[src/rtl/spi_target.sv]
// SPI target endpoint: oversamples host SCLK/CS_N/MOSI in the core clock domain,
// shifts words in all four CPOL/CPHA modes and buffers TX/RX words in small FIFOs.

module spi_target_fifo #(
  parameter int W     = 8,
  parameter int DEPTH = 4
) (
  input  logic         clk,
  input  logic         rst_n,
  input  logic [W-1:0] in_data,
  input  logic         in_valid,
  output logic         in_ready,
  output logic [W-1:0] out_data,
  output logic         out_valid,
  input  logic         out_ready
);
  localparam int AW = $clog2(DEPTH);

  logic [W-1:0] mem [DEPTH];
  logic [AW:0]  wr_ptr, rd_ptr;
  logic         push, pop;

  // Pointers carry one wrap bit so full and empty can be told apart.
  assign out_valid = (wr_ptr != rd_ptr);
  assign in_ready  = ((wr_ptr ^ rd_ptr) != {1'b1, {AW{1'b0}}});
  assign push      = in_valid && in_ready;
  assign pop       = out_valid && out_ready;
  assign out_data  = mem[rd_ptr[AW-1:0]];

  always_ff @(posedge clk or negedge rst_n) begin
    if (!rst_n) begin
      wr_ptr <= '0;
      rd_ptr <= '0;
    end else begin
      if (push) wr_ptr <= wr_ptr + (AW+1)'(1);
      if (pop)  rd_ptr <= rd_ptr + (AW+1)'(1);
    end
  end

  always_ff @(posedge clk) begin
    if (push) mem[wr_ptr[AW-1:0]] <= in_data;
  end
endmodule

// state  | meaning
// IDLE   | CS inactive (or not yet seen falling since reset); SCLK ignored
// ACTIVE | frame in progress; shift/sample edges move TX and RX data
module spi_target #(
  parameter int DATA_W      = 8,
  parameter int FIFO_DEPTH  = 4,
  parameter int SYNC_STAGES = 2
) (
  input  logic              rst_n,
  input  logic              clk,
  input  logic              spi_sclk_i,
  input  logic              spi_cs_n_i,
  input  logic              spi_mosi_i,
  output logic              spi_miso_o,
  output logic              spi_miso_oe_o,
  input  logic              cpol_i,
  input  logic              cpha_i,
  input  logic              lsb_first_i,
  input  logic [DATA_W-1:0] tx_data_i,
  input  logic              tx_valid_i,
  output logic              tx_ready_o,
  output logic [DATA_W-1:0] rx_data_o,
  output logic              rx_valid_o,
  input  logic              rx_ready_i,
  output logic              busy_o,
  output logic              rx_overflow_o,
  output logic              tx_underrun_o,
  input  logic              clr_flags_i
);
  localparam int IDX_W = $clog2(DATA_W);
  localparam logic [IDX_W-1:0] LAST_IDX = IDX_W'(DATA_W-1);

  typedef enum logic {IDLE, ACTIVE} state_t;
  state_t state_q, state_d;

  logic [SYNC_STAGES-1:0] sclk_sync, cs_sync, mosi_sync;
  logic sclk_d, cs_d;
  logic sclk_s, cs_s, mosi_s;

  // CS chain resets low so a CS already held low after reset never looks like a fall.
  always_ff @(posedge clk or negedge rst_n) begin
    if (!rst_n) begin
      sclk_sync <= '0;
      cs_sync   <= '0;
      mosi_sync <= '0;
      sclk_d    <= 1'b0;
      cs_d      <= 1'b0;
    end else begin
      sclk_sync <= {sclk_sync[SYNC_STAGES-2:0], spi_sclk_i};
      cs_sync   <= {cs_sync[SYNC_STAGES-2:0], spi_cs_n_i};
      mosi_sync <= {mosi_sync[SYNC_STAGES-2:0], spi_mosi_i};
      sclk_d    <= sclk_sync[SYNC_STAGES-1];
      cs_d      <= cs_sync[SYNC_STAGES-1];
    end
  end

  assign sclk_s = sclk_sync[SYNC_STAGES-1];
  assign cs_s   = cs_sync[SYNC_STAGES-1];
  assign mosi_s = mosi_sync[SYNC_STAGES-1];

  logic cpol_q, cpha_q, lsb_q, skip_q;
  logic [IDX_W-1:0]  bit_idx, rx_cnt, bit_sel;
  logic [DATA_W-1:0] tx_byte, rx_shreg, rx_next;
  logic cs_fall, cs_rise, sclk_rise, sclk_fall, lead_edge, trail_edge;
  logic shift_edge, sample_edge;
  logic frame_start, frame_end, do_shift, do_sample;
  logic tx_load, rx_push, underrun_set, overflow_set;
  logic [DATA_W-1:0] tx_head;
  logic tx_head_valid, rx_in_ready;

  assign cs_fall     = cs_d & ~cs_s;
  assign cs_rise     = ~cs_d & cs_s;
  assign sclk_rise   = sclk_s & ~sclk_d;
  assign sclk_fall   = ~sclk_s & sclk_d;
  assign lead_edge   = cpol_q ? sclk_fall : sclk_rise;
  assign trail_edge  = cpol_q ? sclk_rise : sclk_fall;
  assign shift_edge  = cpha_q ? lead_edge : trail_edge;
  assign sample_edge = cpha_q ? trail_edge : lead_edge;

  always_ff @(posedge clk or negedge rst_n) begin
    if (!rst_n) state_q <= IDLE;
    else        state_q <= state_d;
  end

  always_comb begin
    state_d     = state_q;
    frame_start = 1'b0;
    frame_end   = 1'b0;
    do_shift    = 1'b0;
    do_sample   = 1'b0;
    case (state_q)
      IDLE: begin
        if (cs_fall) begin
          state_d     = ACTIVE;
          frame_start = 1'b1;
        end
      end
      ACTIVE: begin
        if (cs_rise) begin
          state_d   = IDLE;
          frame_end = 1'b1;
        end else begin
          do_shift  = shift_edge;
          do_sample = sample_edge;
        end
      end
      default: state_d = IDLE;
    endcase
  end

  // The word after the last bit is fetched on the wrapping shift edge itself.
  assign tx_load      = frame_start | (do_shift & ~skip_q & (bit_idx == LAST_IDX));
  assign underrun_set = tx_load & ~tx_head_valid;
  assign rx_next      = lsb_q ? {mosi_s, rx_shreg[DATA_W-1:1]}
                              : {rx_shreg[DATA_W-2:0], mosi_s};
  assign rx_push      = do_sample & (rx_cnt == LAST_IDX);
  assign overflow_set = rx_push & ~rx_in_ready;
  assign bit_sel      = lsb_q ? bit_idx : (LAST_IDX - bit_idx);

  always_ff @(posedge clk or negedge rst_n) begin
    if (!rst_n) begin
      cpol_q        <= 1'b0;
      cpha_q        <= 1'b0;
      lsb_q         <= 1'b0;
      skip_q        <= 1'b0;
      bit_idx       <= '0;
      rx_cnt        <= '0;
      rx_shreg      <= '0;
      tx_byte       <= '0;
      spi_miso_o    <= 1'b0;
      rx_overflow_o <= 1'b0;
      tx_underrun_o <= 1'b0;
    end else begin
      if (frame_start) begin
        cpol_q  <= cpol_i;
        cpha_q  <= cpha_i;
        lsb_q   <= lsb_first_i;
        skip_q  <= cpha_i;
        bit_idx <= '0;
        rx_cnt  <= '0;
      end else if (frame_end) begin
        skip_q  <= 1'b0;
        bit_idx <= '0;
        rx_cnt  <= '0;
      end else begin
        if (do_shift) begin
          if (skip_q)                    skip_q  <= 1'b0;
          else if (bit_idx == LAST_IDX)  bit_idx <= '0;
          else                           bit_idx <= bit_idx + IDX_W'(1);
        end
        if (do_sample) begin
          rx_shreg <= rx_next;
          rx_cnt   <= (rx_cnt == LAST_IDX) ? '0 : rx_cnt + IDX_W'(1);
        end
      end

      if (tx_load) tx_byte <= tx_head_valid ? tx_head : '1;

      spi_miso_o <= (state_q == ACTIVE) ? tx_byte[bit_sel] : 1'b0;

      if (overflow_set)     rx_overflow_o <= 1'b1;
      else if (clr_flags_i) rx_overflow_o <= 1'b0;
      if (underrun_set)     tx_underrun_o <= 1'b1;
      else if (clr_flags_i) tx_underrun_o <= 1'b0;
    end
  end

  assign busy_o        = (state_q == ACTIVE);
  assign spi_miso_oe_o = (state_q == ACTIVE);

  spi_target_fifo #(.W(DATA_W), .DEPTH(FIFO_DEPTH)) u_tx_fifo (
    .clk       (clk),
    .rst_n     (rst_n),
    .in_data   (tx_data_i),
    .in_valid  (tx_valid_i),
    .in_ready  (tx_ready_o),
    .out_data  (tx_head),
    .out_valid (tx_head_valid),
    .out_ready (tx_load)
  );

  spi_target_fifo #(.W(DATA_W), .DEPTH(FIFO_DEPTH)) u_rx_fifo (
    .clk       (clk),
    .rst_n     (rst_n),
    .in_data   (rx_next),
    .in_valid  (rx_push),
    .in_ready  (rx_in_ready),
    .out_data  (rx_data_o),
    .out_valid (rx_valid_o),
    .out_ready (rx_ready_i)
  );
endmodule

[config.mk]
export PLATFORM = sky130hd
export DESIGN_NAME = spi_target
export DESIGN_NICKNAME = d
export VERILOG_FILES = /design/src/rtl/spi_target.sv
export SDC_FILE = /design/constraint.sdc
export NUM_CORES = 1
export LEC_CHECK = 0
export BUFFER_PORTS_ARGS = -buffer_cell sky130_fd_sc_hd__buf_2
export CELL_PAD_IN_SITES_DETAIL_PLACEMENT = 0
export CELL_PAD_IN_SITES_GLOBAL_PLACEMENT = 1
export CORE_UTILIZATION = 35
export CTS_BUF_LIST = sky130_fd_sc_hd__clkbuf_4 sky130_fd_sc_hd__clkbuf_8
export CTS_CLUSTER_SIZE = 28
export DETAILED_ROUTE_END_ITERATION = 8
export PLACE_DENSITY_LB_ADDON = 0.1
export SYNTH_ARGS = -nofsm -noshare
export SYNTH_HDL_FRONTEND = slang
export SYNTH_HIERARCHICAL = 1
export SYNTH_SLANG_ARGS = --single-unit
[constraint.sdc]
create_clock -name clk -period 2.22 [get_ports clk]
set_clock_uncertainty 0.2 [all_clocks]
set_input_delay 0.333 -clock clk [delete_from_list [all_inputs] [get_ports clk]]
set_output_delay 0.333 -clock clk [all_outputs]
set_load 0.02 [all_outputs]
==> results of run 1 <==
==> per-stage QoR <==
step | instances | setup slack (ns) | setup TNS (ns)
after global placement | 560 | 0.146 | 0
after floorplan | 335 | 0.00747 | 0
after CTS | 612 | -0.0601 | -0.365
after global routing | 619 | -0.0560 | -0.425
final | 619 | 0.0255 | 0
after detailed placement | 560 | 0.134 | 0
==> worst reg2reg max path, stage by stage, from the launching register on <==
cell	delay (ns)
dfrtp_2	0.44
buf_12	0.14
xor2_4	0.15
buf_4	0.14
buf_4	0.14
or3_4	0.37
and3_2	0.31
==> cell usage in the layout, fill, tap and decap left out, drive strengths merged, types with 7 or more instances in the layout <==
cell type    count
dlygate4sd3     17
o31ai            8
ha              14
nand2           18
mux2i           14
dfrtp           50
a21oi            9
mux2            25
xnor2            9
edfxtp          64
xor2             8
nand2b          15
mux4            16
clkinv           7
buf             66
inv             23
clkbuf          17
==> per-layer routing <==
metal,global-route usage (%),up-vias
met5,0,-
met4,6.63,0
met3,4.32,15
met2,22.4,41
met1,16.3,1459
li1,-,1439
==> cell type report <==
class                   count  area (um^2)  share of cell area, %
flip-flops and latches    114         3180                   49.6
inverters                  19         71.3                   1.11
clock inverters            15          156                   2.44
clock buffers              17          234                   3.65
well taps                 180          225                   3.51
repair buffers             83          677                   10.6
multi-input cells         191         1870                   29.2
==> kinds of logic after synthesis <==
group | count (synthesis) | synth area share, %
XOR/XNOR | 17 | 3.36
AND/OR/NAND/NOR | 65 | 7.26
AO/OA/AOI/OAI | 40 | 5.93
buffers and inverters | 30 | 2.45
multiplexers | 55 | 15.4
adder cells (fa/ha/maj) | 14 | 3.43
flip-flops | 114 | 62.2
==> flip-flops by register name (all words and copies together) (netlist names), 2 cells and up <==
name / flops
u_rx_fifo/mem: 32
u_tx_fifo/mem: 32
rx_shreg: 8
tx_byte: 8
bit_idx: 3
rx_cnt: 3
u_rx_fifo/rd_ptr: 3
u_rx_fifo/wr_ptr: 3
u_tx_fifo/rd_ptr: 3
u_tx_fifo/wr_ptr: 3
cs_sync: 2
mosi_sync: 2
sclk_sync: 2
==> how the worst max path moves through the flow <==
stage / start / endpoint / slack [ns] / cells after the start
4_1_cts: u_rx_fifo/rd_ptr[0]$_DFFE_PN0P_ / rx_data_o[6] / -0.06 / 3
3_3_place_gp: cpol_q$_DFFE_PN0P_ / u_rx_fifo/mem[1][5]$_DFFE_PP_ / 0.15 / 5
6_report: u_rx_fifo/rd_ptr[0]$_DFFE_PN0P_ / rx_data_o[5] / 0.03 / 3
5_1_grt: u_rx_fifo/rd_ptr[0]$_DFFE_PN0P_ / rx_data_o[6] / -0.06 / 3
2_1_floorplan: cpol_q$_DFFE_PN0P_ / u_rx_fifo/mem[3][0]$_DFFE_PP_ / 0.007 / 6
3_5_place_dp: cpol_q$_DFFE_PN0P_ / u_rx_fifo/mem[3][7]$_DFFE_PP_ / 0.13 / 5
==> report_power, final <==
group          internal (uW)  leakage, uW  switching (uW)
Combinational           1490      0.00118            1340
Sequential              2710      0.00121             271
Clock                   1000     0.000190             895
Total                   5200      0.00258            2510
==> repair_timing <==
| item | CTS | global route |
|---|---|---|
| resized for setup | 14 | 11 |
| endpoints found under the hold margin | 90 | 0 |
| endpoints found under the setup margin | 10 | 10 |
| setup buffers | 4 | 7 |
| pin swaps | 1 | 3 |
| hold buffers | 17 | 0 |
==> flow_summary.ini, run 1 <==
[worst_setup_path]
reg2reg_depth = 6
path_cells = buf_12 > mux4_2 > buf_2
crit_arrival_ns = 1.66
critPathMaxStageDelay_ns = 0.49
cpMaxStageDelayCell = mux4_2
worst_setup_path_start_kind = flop
crit_family = multiplexers
crit_type = flop to primary output
cp.required_ns = 1.69
cp_max_fo = 9
worstSetupEndpointType = primary output
r2r_end = u_rx_fifo/mem[0][5]$_DFFE_PP_
regToRegStartpoint = u_rx_fifo/rd_ptr[0]$_DFFE_PN0P_
critPathBufInv = 2
r2r_slack_ns = 0.06

[synth]
synth_seq_cells = 114
yosysMostFrequentCell = edfxtp_1
synth_area_leaders = edfxtp_1, dfrtp_1, mux4_2, mux2_2, ha_1
yosys.area.top_type = edfxtp_1
postSynthAreaPerCell_um2 = 15.2
synth_area_um2 = 5100
synthArstFlopShare_pct = 43.9
yosys-top-cells-count = edfxtp_1, dfrtp_1, mux2_2
synth_top_area_share_pct = 37.7
yosysUniqueCellTypes = 45
yosysSeqAreaShare_pct = 62.2
yosysWarnings = 6
synth-edff-count = 64
syn_inst = 335
synth_nets = 368
ys.flop_type = edfxtp_1

[die]
start_util_pct = 36.3
core.rowCount = 43
boundaryPins = 34
die_x_um = 123
coreArea_um2 = 14000
dieHeight_um = 123
dieArea_um2 = 15100

[status]
status = complete, no violations

[worst_hold_path]
worstHoldStart = tx_valid_i
hp-class = input port to flop
hold_path_depth = 3
min_to = u_tx_fifo/wr_ptr[0]$_DFFE_PN0P_

[power_and_ir_drop]
total_power_uw = 7710
ir_drop_mv = 0.527
power_density_nw_per_um2 = 1200
p_leak_uw = 0.00258

[drt]
via_count = 2954
wire_per_inst_um = 15.1
ant_nets = 0
drtIter0Drc = 107
highest_layer = met4
drc = 0
wl_met1_um = 4130
vias_per_cell = 4.77
firstDrtPassIters = 4
drt_wl_total_um = 9330
wl_met2_um = 4750
wl_met3_um = 257

[cts]
clk_latency_ns = 0.43
cts.path.max_buffers = 2
cts_tree = built
clk_pin_slew_ns = 0.07
cts_root_buf = clkbuf_8
htreeDepth = 4
cts-buffers-inserted = 17
clock_sinks = 114

[timing]
maxSlewHeadroom_pct = 64.1
max_slew.worst_pin.slew_ns = 0.539
fmax_mhz = 456
period_share_pct = 98.9
grt_setup_unrepaired = yes
finalHoldViolations = 0
hold-worst-slack_ns = 0.0348
drv_slew = 0
setup_viol = 0
min_period_ns = 2.19

[job]
maxCapViolCount = 0

[layout]
diodes = 0
final_nets = 459
fin_util_pct = 45.7
final_cell_area_um2 = 6410
area_growth_pct = 25.7
drive_gt1_share_pct = 36.7
fillers = 1239

[place]
postPlaceCellArea_um2 = 5650
dp_hpwl_um = 6410
gp_congestion = 0.726
io_buffers = 33

[global_routing]
grt_antenna_before_repair = 0
overflow = 0
grt_max_degree = 29
grt_use_total_pct = 13.7
grt_pass1_wl_um = 15000
grt_pass1_vias = 2890
Note: power is estimated with default switching activity, not from simulation.
==> run 2: changes to the inputs <==
--- a/config.mk
+++ b/config.mk
@@ -8,11 +8,13 @@
 export BUFFER_PORTS_ARGS = -buffer_cell sky130_fd_sc_hd__buf_2
 export CELL_PAD_IN_SITES_DETAIL_PLACEMENT = 0
 export CELL_PAD_IN_SITES_GLOBAL_PLACEMENT = 1
-export CORE_UTILIZATION = 35
+export CORE_UTILIZATION = 30
 export CTS_BUF_LIST = sky130_fd_sc_hd__clkbuf_4 sky130_fd_sc_hd__clkbuf_8
 export CTS_CLUSTER_SIZE = 28
 export DETAILED_ROUTE_END_ITERATION = 8
 export PLACE_DENSITY_LB_ADDON = 0.1
+export REMOVE_ABC_BUFFERS = 1
+export SKIP_LAST_GASP = 1
 export SYNTH_ARGS = -nofsm -noshare
 export SYNTH_HDL_FRONTEND = slang
 export SYNTH_HIERARCHICAL = 1
==> run 2 against run 1 <==
Critical path depth stayed put. Combinational power is 1% higher. Largest power group unchanged. Worst hold slack better by 0.0024 ns. Critical endpoint is now rx_data_o[3]. The flow now finishes with violations (negative setup slack). Setup slack worse by 0.049 ns.
==> flow_summary.ini, run 2 (same netlist as run 1, synthesis figures left out) <==
[drt]
drtIter0Drc = 145
wl_met2_um = 5180
via_count = 3054
wl_met3_um = 307
firstDrtPassIters = 4
wire_per_inst_um = 15.3
ant_nets = 0
wl_met1_um = 4540
highest_layer = met4
drc = 0
vias_per_cell = 4.59
drt_wl_total_um = 10200

[job]
maxCapViolCount = 0

[place]
gp_congestion = 0.699
io_buffers = 33
dpl_worst_slack_ns = 0.0202
dp_hpwl_um = 6820
postPlaceCellArea_um2 = 5740

[power_and_ir_drop]
p_clk_share_pct = 24.1
ir_drop_mv = 0.788
power_frac_comb_pct = 37.2
p_leak_uw = 0.00260
p_int_uw = 5130
p_sw_share_pct = 33.6
power.switching_uw = 2600
power_density_nw_per_um2 = 1190
seqPwrFrac_pct = 38.7

[layout]
drive_gt1_share_pct = 38.8
final_common_cell = edfxtp_1
final_cell_mix = edfxtp_1, dfrtp_1, buf_4
diodes = 0
fillers = 1589
fin_util_pct = 39.2
final_nets = 466
area_growth_pct = 27.3
final_cell_area_um2 = 6490

[cts]
clock_sinks = 114
cts_root_buf = clkbuf_8
clk_pin_slew_ns = 0.08
cts.path.max_buffers = 2
clk_latency_ns = 0.43
htreeDepth = 4
cts-buffers-inserted = 17
cts_tree = built

[timing]
setup_slack_ns = -0.0231
finalHoldViolations = 0
setup_viol = 2
period_share_pct = 101
min_period_ns = 2.24
maxSlewHeadroom_pct = 61.2
fmax_mhz = 446
max_slew.worst_pin.slew_ns = 0.581
grt_setup_unrepaired = yes
tns_ns = -0.0286
drv_slew = 0

[die]
die_x_um = 132
dieHeight_um = 132
start_util_pct = 30.8
coreArea_um2 = 16600
dieArea_um2 = 17500
core.rowCount = 47
boundaryPins = 34

[worst_setup_path]
cp.required_ns = 1.69
cp_max_fo = 9
crit_type = flop to primary output
worstSetupEndpointType = primary output
crit_arrival_ns = 1.71
worst_setup_path_start_kind = flop

[status]
violations = negative setup slack
status = complete, but fails checks

[global_routing]
grt_pass1_vias = 3231
grt_pass1_wl_um = 17000
grt_antenna_before_repair = 0
grt_max_degree = 51
grt_use_total_pct = 12.8
overflow = 0

[worst_hold_path]
hp-class = input port to flop
==> run 2: changes by cell type in the layout (fill, tap and decap cells not counted), moves of 3 or more <==
| cell | delta |
|---|---|
| and3_2 | -3 |
| buf_2 | +3 |
| buf_4 | +8 |
| buf_6 | -3 |
| clkinv_1 | -3 |
| dfrtp_1 | -3 |
| dfrtp_2 | +3 |
==> run 2: final timing paths <==
check / slack, ns / endpoint / depth (start not counted) / start
worst max register to register: 0.11 / u_rx_fifo/mem[0][5]$_DFFE_PP_ / 6 / u_rx_fifo/rd_ptr[0]$_DFFE_PN0P_
worst min register to register: 0.16 / cs_sync[1]$_DFF_PN0_ / 0 / cs_sync[0]$_DFF_PN0_
worst min-delay path: 0.04 / u_tx_fifo/wr_ptr[0]$_DFFE_PN0P_ / 3 / tx_valid_i
min in group asynchronous: 0.23 / rx_shreg[7]$_DFFE_PN0P_ / 3 / rst_n
max in group asynchronous: 1.32 / u_tx_fifo/wr_ptr[1]$_DFFE_PN0P_ / 3 / rst_n
worst max-delay path: -0.02 / rx_data_o[3] / 3 / u_rx_fifo/rd_ptr[0]$_DFFE_PN0P_
==> run 2: worst max-delay path, stage by stage, from the launching register on <==
cell     delay (ns)
dfrtp_2        0.42
buf_12         0.16
mux4_2         0.52
buf_2          0.18
==> run 2: area by class of cell <==
| class | count | area [um^2] | area share [%] |
|---|---|---|---|
| flip-flops and latches | 114 | 3180 | 49.0 |
| multi-input cells | 191 | 1870 | 28.8 |
| repair buffers | 90 | 708 | 10.9 |
| well taps | 220 | 275 | 4.24 |
| clock buffers | 17 | 234 | 3.60 |
| clock inverters | 15 | 150 | 2.31 |
| inverters | 19 | 71.3 | 1.10 |
==> run 2: power groups by stage <==
stage	logic, uW	registers [uW]	clock network [uW]
after detailed placement	2510	3020	0
after global placement	2510	3010	0
after floorplan	1540	3120	0
after CTS	2630	3000	1950
after global routing	3140	3050	2030
final	2870	2990	1860
==> run 2: per-layer routing <==
metal	vias to the layer above	track usage [%]
met5	-	0
met3	10	3.68
met1	1553	15.8
met4	0	5.04
li1	1453	-
met2	38	21.3
==> run 2: metrics by stage <==
stage / std cells / hold slack (ns) / total power (uW)
floorplan: 324 / -0.163 / 4650
global placement: 605 / 0.137 / 5520
detailed placement: 605 / 0.136 / 5540
CTS: 654 / 0.0101 / 7580
global route: 666 / 0.0206 / 8220
finish: 666 / 0.0372 / 7720
==> run 2: what timing repair did <==
| action | 4_1_cts | 5_1_grt |
|---|---|---|
| hold endpoints to repair | 89 | 0 |
| hold buffers | 16 | 0 |
| pin swaps | 2 | 4 |
| buffers inserted | 2 | 12 |
| setup endpoints to repair | 10 | 41 |
| resized for setup | 10 | 15 |
